### src/rtl/muldiv_seq.sv
// rtl/muldiv_seq.sv - iterative RV32M multiply/divide unit with sequencing FSM
//
// Purpose: executes one M-extension op per accepted request. Multiplies use
// XLEN shift-add steps and divides use XLEN restoring steps. A divide by zero
// and a signed -2^(XLEN-1)/-1 are resolved in one cycle.
//
// Ports:
//   clk    - system clock, rising edge
//   rst    - synchronous active-high reset
//   start  - request, only sampled while idle
//   funct3 - M op select (MUL, MULH, MULHSU, MULHU, DIV, DIVU, REM, REMU)
//   rs1    - operand A (multiplicand / dividend)
//   rs2    - operand B (multiplier / divisor)
//   busy   - high while iterating (MUL or DIV state)
//   done   - one-cycle pulse when result becomes valid
//   stall  - combinational pipeline hold: (start while idle) or busy
//   result - registered result, held until the next accepted start or rst
module muldiv_seq #(
  parameter int XLEN = 32
) (
  input  logic            clk,
  input  logic            rst,
  input  logic            start,
  input  logic [2:0]      funct3,
  input  logic [XLEN-1:0] rs1,
  input  logic [XLEN-1:0] rs2,
  output logic            busy,
  output logic            done,
  output logic            stall,
  output logic [XLEN-1:0] result
);

  localparam int CW = $clog2(XLEN);

  typedef enum logic [1:0] {S_IDLE, S_MUL, S_DIV, S_DONE} state_t;

  state_t              r_state;
  logic [1:0]          r_op;      // funct3[1:0]; funct3[2] is implied by the state
  logic                r_neg;     // product / quotient sign
  logic                r_neg_r;   // remainder sign
  logic [CW-1:0]       r_cnt;
  logic [2*XLEN-1:0]   r_prod;    // {partial high, remaining multiplier bits}
  logic [XLEN-1:0]     r_mcand;   // multiplicand, or divisor in DIV
  logic [XLEN-1:0]     r_rem;
  logic [XLEN-1:0]     r_quo;     // dividend shifts out as quotient shifts in
  logic                r_busy;
  logic                r_done;
  logic [XLEN-1:0]     r_result;

  // Operand conditioning in IDLE
  logic            w_s1_op, w_s2_op, w_rs1_sgn, w_rs2_sgn;
  logic [XLEN-1:0] w_a_abs, w_b_abs;
  logic            w_div_zero, w_div_ovf, w_div_special;
  logic [XLEN-1:0] w_spec_res;

  assign w_s1_op   = (funct3 == 3'b001) || (funct3 == 3'b010) ||
                     (funct3 == 3'b100) || (funct3 == 3'b110);
  assign w_s2_op   = (funct3 == 3'b001) || (funct3 == 3'b100) || (funct3 == 3'b110);
  assign w_rs1_sgn = w_s1_op & rs1[XLEN-1];
  assign w_rs2_sgn = w_s2_op & rs2[XLEN-1];
  assign w_a_abs   = w_rs1_sgn ? -rs1 : rs1;
  assign w_b_abs   = w_rs2_sgn ? -rs2 : rs2;

  assign w_div_zero    = funct3[2] && (rs2 == '0);
  assign w_div_ovf     = ((funct3 == 3'b100) || (funct3 == 3'b110)) &&
                         (rs1 == {1'b1, {(XLEN-1){1'b0}}}) && (rs2 == '1);
  assign w_div_special = w_div_zero || w_div_ovf;
  // funct3[1] distinguishes REM/REMU from DIV/DIVU
  assign w_spec_res    = w_div_zero ? (funct3[1] ? rs1 : '1)
                                    : (funct3[1] ? '0 : {1'b1, {(XLEN-1){1'b0}}});

  // Shift-add step: add multiplicand into the high half when the current
  // multiplier bit is set, then shift the whole product right by one.
  logic [XLEN-1:0]   w_add;
  logic [XLEN:0]     w_sum;
  logic [2*XLEN-1:0] w_prod_nxt, w_prod_fin;
  logic [XLEN-1:0]   w_mul_res;

  assign w_add      = r_prod[0] ? r_mcand : '0;
  assign w_sum      = {1'b0, r_prod[2*XLEN-1:XLEN]} + {1'b0, w_add};
  assign w_prod_nxt = {w_sum, r_prod[XLEN-1:1]};
  assign w_prod_fin = r_neg ? -w_prod_nxt : w_prod_nxt;
  assign w_mul_res  = (r_op == 2'b00) ? w_prod_fin[XLEN-1:0] : w_prod_fin[2*XLEN-1:XLEN];

  // Restoring step: bit XLEN of the difference is the borrow (trial failed).
  logic [XLEN:0]   w_shift, w_diff;
  logic [XLEN-1:0] w_rem_nxt, w_quo_nxt, w_div_res;

  assign w_shift   = {r_rem, r_quo[XLEN-1]};
  assign w_diff    = w_shift - {1'b0, r_mcand};
  assign w_rem_nxt = w_diff[XLEN] ? w_shift[XLEN-1:0] : w_diff[XLEN-1:0];
  assign w_quo_nxt = {r_quo[XLEN-2:0], ~w_diff[XLEN]};
  assign w_div_res = r_op[1] ? (r_neg_r ? -w_rem_nxt : w_rem_nxt)
                             : (r_neg   ? -w_quo_nxt : w_quo_nxt);

  always_ff @(posedge clk) begin
    if (rst) begin
      r_state  <= S_IDLE;
      r_op     <= '0;
      r_neg    <= 1'b0;
      r_neg_r  <= 1'b0;
      r_cnt    <= '0;
      r_prod   <= '0;
      r_mcand  <= '0;
      r_rem    <= '0;
      r_quo    <= '0;
      r_busy   <= 1'b0;
      r_done   <= 1'b0;
      r_result <= '0;
    end else begin
      r_done <= 1'b0;
      case (r_state)
        S_IDLE: begin
          if (start) begin
            r_op    <= funct3[1:0];
            r_neg   <= w_rs1_sgn ^ w_rs2_sgn;
            r_neg_r <= w_rs1_sgn;
            r_cnt   <= '0;
            r_mcand <= funct3[2] ? w_b_abs : w_a_abs;
            r_prod  <= {{XLEN{1'b0}}, w_b_abs};
            r_quo   <= w_a_abs;
            r_rem   <= '0;
            if (w_div_special) begin
              r_result <= w_spec_res;
              r_done   <= 1'b1;
              r_state  <= S_DONE;
            end else begin
              r_busy  <= 1'b1;
              r_state <= funct3[2] ? S_DIV : S_MUL;
            end
          end
        end
        S_MUL: begin
          r_prod <= w_prod_nxt;
          r_cnt  <= r_cnt + 1'b1;
          if (r_cnt == CW'(XLEN-1)) begin
            r_result <= w_mul_res;
            r_busy   <= 1'b0;
            r_done   <= 1'b1;
            r_state  <= S_DONE;
          end
        end
        S_DIV: begin
          r_rem <= w_rem_nxt;
          r_quo <= w_quo_nxt;
          r_cnt <= r_cnt + 1'b1;
          if (r_cnt == CW'(XLEN-1)) begin
            r_result <= w_div_res;
            r_busy   <= 1'b0;
            r_done   <= 1'b1;
            r_state  <= S_DONE;
          end
        end
        S_DONE:  r_state <= S_IDLE;
        default: r_state <= S_IDLE;
      endcase
    end
  end

  assign busy   = r_busy;
  assign done   = r_done;
  assign result = r_result;
  assign stall  = (start && (r_state == S_IDLE)) || r_busy;

endmodule

### config.mk
export PLATFORM = sky130hd
export DESIGN_NAME = muldiv_seq
export DESIGN_NICKNAME = d
export VERILOG_FILES = /design/src/rtl/muldiv_seq.sv
export SDC_FILE = /design/constraint.sdc
export NUM_CORES = 1
export LEC_CHECK = 0
export BUFFER_PORTS_ARGS = -buffer_cell sky130_fd_sc_hd__buf_2
export CORE_MARGIN = 4
export CORE_UTILIZATION = 30
export DETAILED_ROUTE_END_ITERATION = 8
export GPL_ROUTABILITY_DRIVEN = 1
export MAX_ROUTING_LAYER = met4
export PLACE_DENSITY = 0.52
export SYNTH_ARGS = -nofsm -noshare
export SYNTH_HDL_FRONTEND = slang
export SYNTH_SLANG_ARGS = --single-unit
### constraint.sdc
create_clock -name clk -period 4.6 [get_ports clk]
set_input_delay 0.69 -clock clk [delete_from_list [all_inputs] [get_ports clk]]
set_output_delay 0.69 -clock clk [all_outputs]
set_load 0.01 [all_outputs]
==> impl.org <==
** Power and ir drop
- Total Power Consumption :: 11.07 mW
- Relative contribution of the clock network to total power :: 22.5%
- Across the VDD grid, the largest voltage drop is 0.0002959 V.
- Leakage :: 8.723 nW
- Cell Pwr Density :: 504.6 nW/um^2
- Internal cell power :: 5.668 mW
- Of the total power, the share spent switching nets is 48.78%.
- The analysis attributes to net switching a power of 5.398 mW.
- In this run, the combinational gates consume 54.4% of the power.
- Sequential share of power :: 23.1%

** Timing
- Hold_ws :: 0.4360 ns
- Finish-stage setup viols :: 0
- The worst pin sits at a relative slew slack of 24.89%.
- In the final timing run, aggregate negative setup slack is 0 ns.
- Slack of the critical path :: 0.1697 ns
- Number of hold-slack violations in the final timing report :: 0
- For the pin with the worst max-slew slack, the measured transition is 1.127 ns.
- The number of slew-limit violations in the final report is 0.
- The worst path uses 96.31% of the clock period.
- Timing would allow up to 0.2257 GHz.
- The smallest clock period supported by the final layout is computed as 4.430 ns.
- Worst setup skew after layout :: 0.03115 ns

** Global routing
- After global routing the overflow that remains totals 0.
- Global routing consumed, on the met2 layer, 37.69% of the routing resources.
- Number of antenna violations at the first check in global routing :: 0
- met2 is the most crowded layer.
- Entering global routing, the biggest net connects 159 pins.
- Met1 track demand over resource in global routing :: 35.14%
- Number of global-route vias before repair :: 19299
- Global-route usage over all layers :: 25.33%
- Met3 track demand over resource :: 2.790%
- The first global-routing pass estimated 125500 um of wire.

** Yosys
- Sequential element share of the synthesized area :: 22.29%
- After synthesis, the cell types taking the most area are sky130_fd_sc_hd__dfxtp_1 22%, sky130_fd_sc_hd__a21oi_1 7.6%, sky130_fd_sc_hd__nor2_1 7.6%.
- After synthesis, the netlist uses 84 different library cells.
- After technology mapping, the gate count stands at 2653.
- Area fraction of the dominant cell type after synthesis :: 22.29%
- Commonest cells in the synthesized netlist :: 374 x sky130_fd_sc_hd__nor2_1, 301 x sky130_fd_sc_hd__nand2_1, 281 x sky130_fd_sc_hd__a21oi_1
- Yosys mapped a number of flops with a built-in enable equal to 0.
- The cell area that synthesis handed to floorplanning was 18410 sq um.
- Number of flip-flops and latches in the synthesized netlist :: 205
- sky130_fd_sc_hd__dfxtp_1 takes more of the synthesized area than any other cell.
- Main synth FF type :: sky130_fd_sc_hd__dfxtp_1
- A synthesized cell averages 6.938 sq um.
- Share of synthesized registers carrying an async set or reset :: 0%
- By instance count, the leading cell after synthesis is sky130_fd_sc_hd__nor2_1.
- The Yosys step of the flow raised 0 warnings.
- The number of nets in the synthesized netlist is 2802.

** Floorplanning
- For this configuration, the core starts out at a cell density of 30.38%.
- The total area inside the core boundary comes to 60580 sq um.
- Measured along the y axis, the die boundary spans 255.7 um.
- Number of rows in the core area :: 90
- Number of ports placed on the die boundary :: 105
- Die Footprint :: 65390 sq um
- Horizontal die dimension :: 255.7 um

** Critical path
- The setup path with the least slack is of type reg -> reg.
- Data on the critical path is required at its endpoint by 5.07 ns.
- Reg-to-reg slack, setup :: 0.17 ns
- CP arrival :: 4.90 ns
- In this run the worst path has a maximum fanout of 5.
- STA classifies the critical path startpoint as a flop.
- STA classifies the critical path endpoint as a flop.

** Placement
- GPL Wtd Cong :: 0.9786
- Before CTS, the worst setup slack after placement is -0.2504 ns.
- The wire-length estimate of the detail-placed layout is 67250 um.
- Buffers added on ports :: 104

** Finish
- Measured on the finished design, the core utilization comes to 36.20%.
- Area growth from synthesis to final layout :: 19.13%
- The final layout contains 2937 nets.
- Final-layout fill cell count :: 6461
- In the final layout, the share of cells above drive strength 1 is 14.70%.
- 0 antenna diodes ended up in the layout.

** Route
- In the final routed layout, each cell accounts on average for 23.65 um.
- DRT Pass-1 Iters :: 5
- The detailed router finished its first iteration with 2070 violations.
- In this run the remaining antenna-violating nets after routing total 0.
- Drt via density :: 5.740
- Via total after detailed routing :: 20618
- After detailed routing, the number of remaining DRC violations is 0.
- Summed over all layers, the routed wires come to 84940 um.

** CTS
- Clock latency on the worst-skew pair, taken at its later pin, is 0.58 ns.
- CTS built an H-tree with a depth of 1.
- TritonCTS clock tree :: built
- Counting every sink on the clock net gives 205.
- Clock root buffer :: sky130_fd_sc_hd__clkbuf_16
- Clock-pin slew was measured on the worst setup and hold paths at 0.06 ns.
- Counting the buffers created by CTS gives 28.
- Buffers inserted to repair hold after CTS numbered 0.
- Counting along the longest clock path gives a buffer depth of 3.

** Hold path
- The tightest min-delay check is of the reg -> reg type.

** Flow run
- The tool flagged a number of max-cap violations equal to 0.

** Run status
- The flow ran to the end, and the final reports show no timing, DRC or antenna violations.
==> what timing repair did <==
item / CTS / global route
gates resized for setup: 7 / 61
gates cloned: 0 / 0
pin swaps: 0 / 17
buffers inserted: 1 / 4
endpoints found under the setup margin: 10 / 20
==> path summary, 6_finish.rpt <==
kind,from,end,cells past startpoint
worst min-delay path,result[9]$_SDFFE_PP0P_,result[9]$_SDFFE_PP0P_,2
worst max-delay path,r_mcand[0]$_SDFFE_PP0P_,result[25]$_SDFFE_PP0P_,18
worst min register to register,result[9]$_SDFFE_PP0P_,result[9]$_SDFFE_PP0P_,2
worst max register to register,r_mcand[0]$_SDFFE_PP0P_,result[25]$_SDFFE_PP0P_,18
==> placed cells by master, fill, tap and decap left out, types with 12 or more instances in the layout <==
cell,instances
sky130_fd_sc_hd__a211oi_1,40
sky130_fd_sc_hd__nand3_1,39
sky130_fd_sc_hd__buf_4,166
sky130_fd_sc_hd__xor2_1,85
sky130_fd_sc_hd__nor2_1,369
sky130_fd_sc_hd__mux2i_1,62
sky130_fd_sc_hd__ha_1,70
sky130_fd_sc_hd__a21oi_1,271
sky130_fd_sc_hd__a21o_1,29
sky130_fd_sc_hd__nor3_1,52
sky130_fd_sc_hd__dfxtp_1,202
sky130_fd_sc_hd__nand2_1,299
sky130_fd_sc_hd__and3_1,14
sky130_fd_sc_hd__o21a_1,15
sky130_fd_sc_hd__o21ai_0,182
sky130_fd_sc_hd__nor4_1,27
sky130_fd_sc_hd__nand4_1,28
sky130_fd_sc_hd__or4_1,20
sky130_fd_sc_hd__nand2b_1,20
sky130_fd_sc_hd__and2_1,48
sky130_fd_sc_hd__o221ai_1,12
sky130_fd_sc_hd__inv_1,71
sky130_fd_sc_hd__o211ai_1,32
sky130_fd_sc_hd__a31oi_1,17
sky130_fd_sc_hd__a22oi_1,46
sky130_fd_sc_hd__or3_1,32
sky130_fd_sc_hd__clkbuf_16,28
sky130_fd_sc_hd__o41ai_1,20
sky130_fd_sc_hd__o31ai_1,38
sky130_fd_sc_hd__xnor2_1,103
sky130_fd_sc_hd__buf_2,103
==> worst max-delay path: stages, from the launching register on <==
cell and delay (ns):
sky130_fd_sc_hd__dfxtp_1 0.32, sky130_fd_sc_hd__buf_4 0.16, sky130_fd_sc_hd__and2_1 0.14, sky130_fd_sc_hd__ha_2 0.19, sky130_fd_sc_hd__fa_2 0.38, sky130_fd_sc_hd__a21o_1 0.21, sky130_fd_sc_hd__a221oi_2 0.22, sky130_fd_sc_hd__buf_4 0.18
sky130_fd_sc_hd__nor4_1 0.06, sky130_fd_sc_hd__or3_4 0.42, sky130_fd_sc_hd__nor3_1 0.18, sky130_fd_sc_hd__or3b_2 0.19, sky130_fd_sc_hd__nand4_1 0.10, sky130_fd_sc_hd__buf_4 0.18, sky130_fd_sc_hd__or4_4 0.50, sky130_fd_sc_hd__o31ai_2 0.25
sky130_fd_sc_hd__xor2_1 0.21, sky130_fd_sc_hd__a21oi_1 0.13, sky130_fd_sc_hd__o31a_1 0.31
==> registers in the layout, indices dropped and copies added, names as in the netlist <==
| name | cells |
|---|---|
| r_prod | 64 |
| r_mcand | 32 |
| r_quo | 32 |
| r_rem | 32 |
| result | 32 |
| r_cnt | 5 |
| r_op | 2 |
| r_state | 2 |
| busy | 1 |
| done | 1 |
| r_neg | 1 |
| r_neg_r | 1 |
==> per-layer routing <==
metal  wire length, um  up-vias
li1                  -     9849
met1             39220     9844
met2             36070      814
met3              5378      111
met4              4271        0
met5                 0        -
==> stage by stage <==
stage / area (sq um) / instances
5_1_grt: 21930 / 3592
3_3_place_gp: 20620 / 3535
2_1_floorplan: 18430 / 2653
4_1_cts: 21680 / 3588
3_5_place_dp: 20620 / 3535
6_report: 21930 / 3592
==> power groups by stage <==
stage | clock network [mW] | logic [mW] | registers [mW]
final | 2.49 | 6.02 | 2.55
after global routing | 2.59 | 6.48 | 2.59
after detailed placement | 0 | 5.77 | 2.57
after global placement | 0 | 5.77 | 2.56
after floorplan | 0 | 3.63 | 2.38
after CTS | 2.53 | 5.81 | 2.53
==> final cells by class <==
| type | count | area [sq um] | area share (%) |
|---|---|---|---|
| Sequential cell | 205 | 4110 | 18.74 |
| Multi-Input combinational cell | 2204 | 13670 | 62.34 |
| Timing Repair Buffer | 274 | 1848 | 8.427 |
| Tap cell | 782 | 978.4 | 4.462 |
| Inverter | 75 | 284.0 | 1.295 |
| Clock inverter | 17 | 261.5 | 1.193 |
| Clock buffer | 35 | 777.0 | 3.543 |
==> kinds of logic (layout without fill, tap and decap cells) <==
group / after synthesis / in the layout / synth area share [%]
simple gates: 1022 / 1022 / 25.61
buf+inv: 244 / 401 / 5.037
compound gates: 845 / 845 / 28.82
flops: 205 / 205 / 22.29
mux: 69 / 69 / 3.793
fa+ha+maj: 79 / 79 / 5.451
xor+xnor: 189 / 189 / 8.993
(Power assumes the default switching activity.)
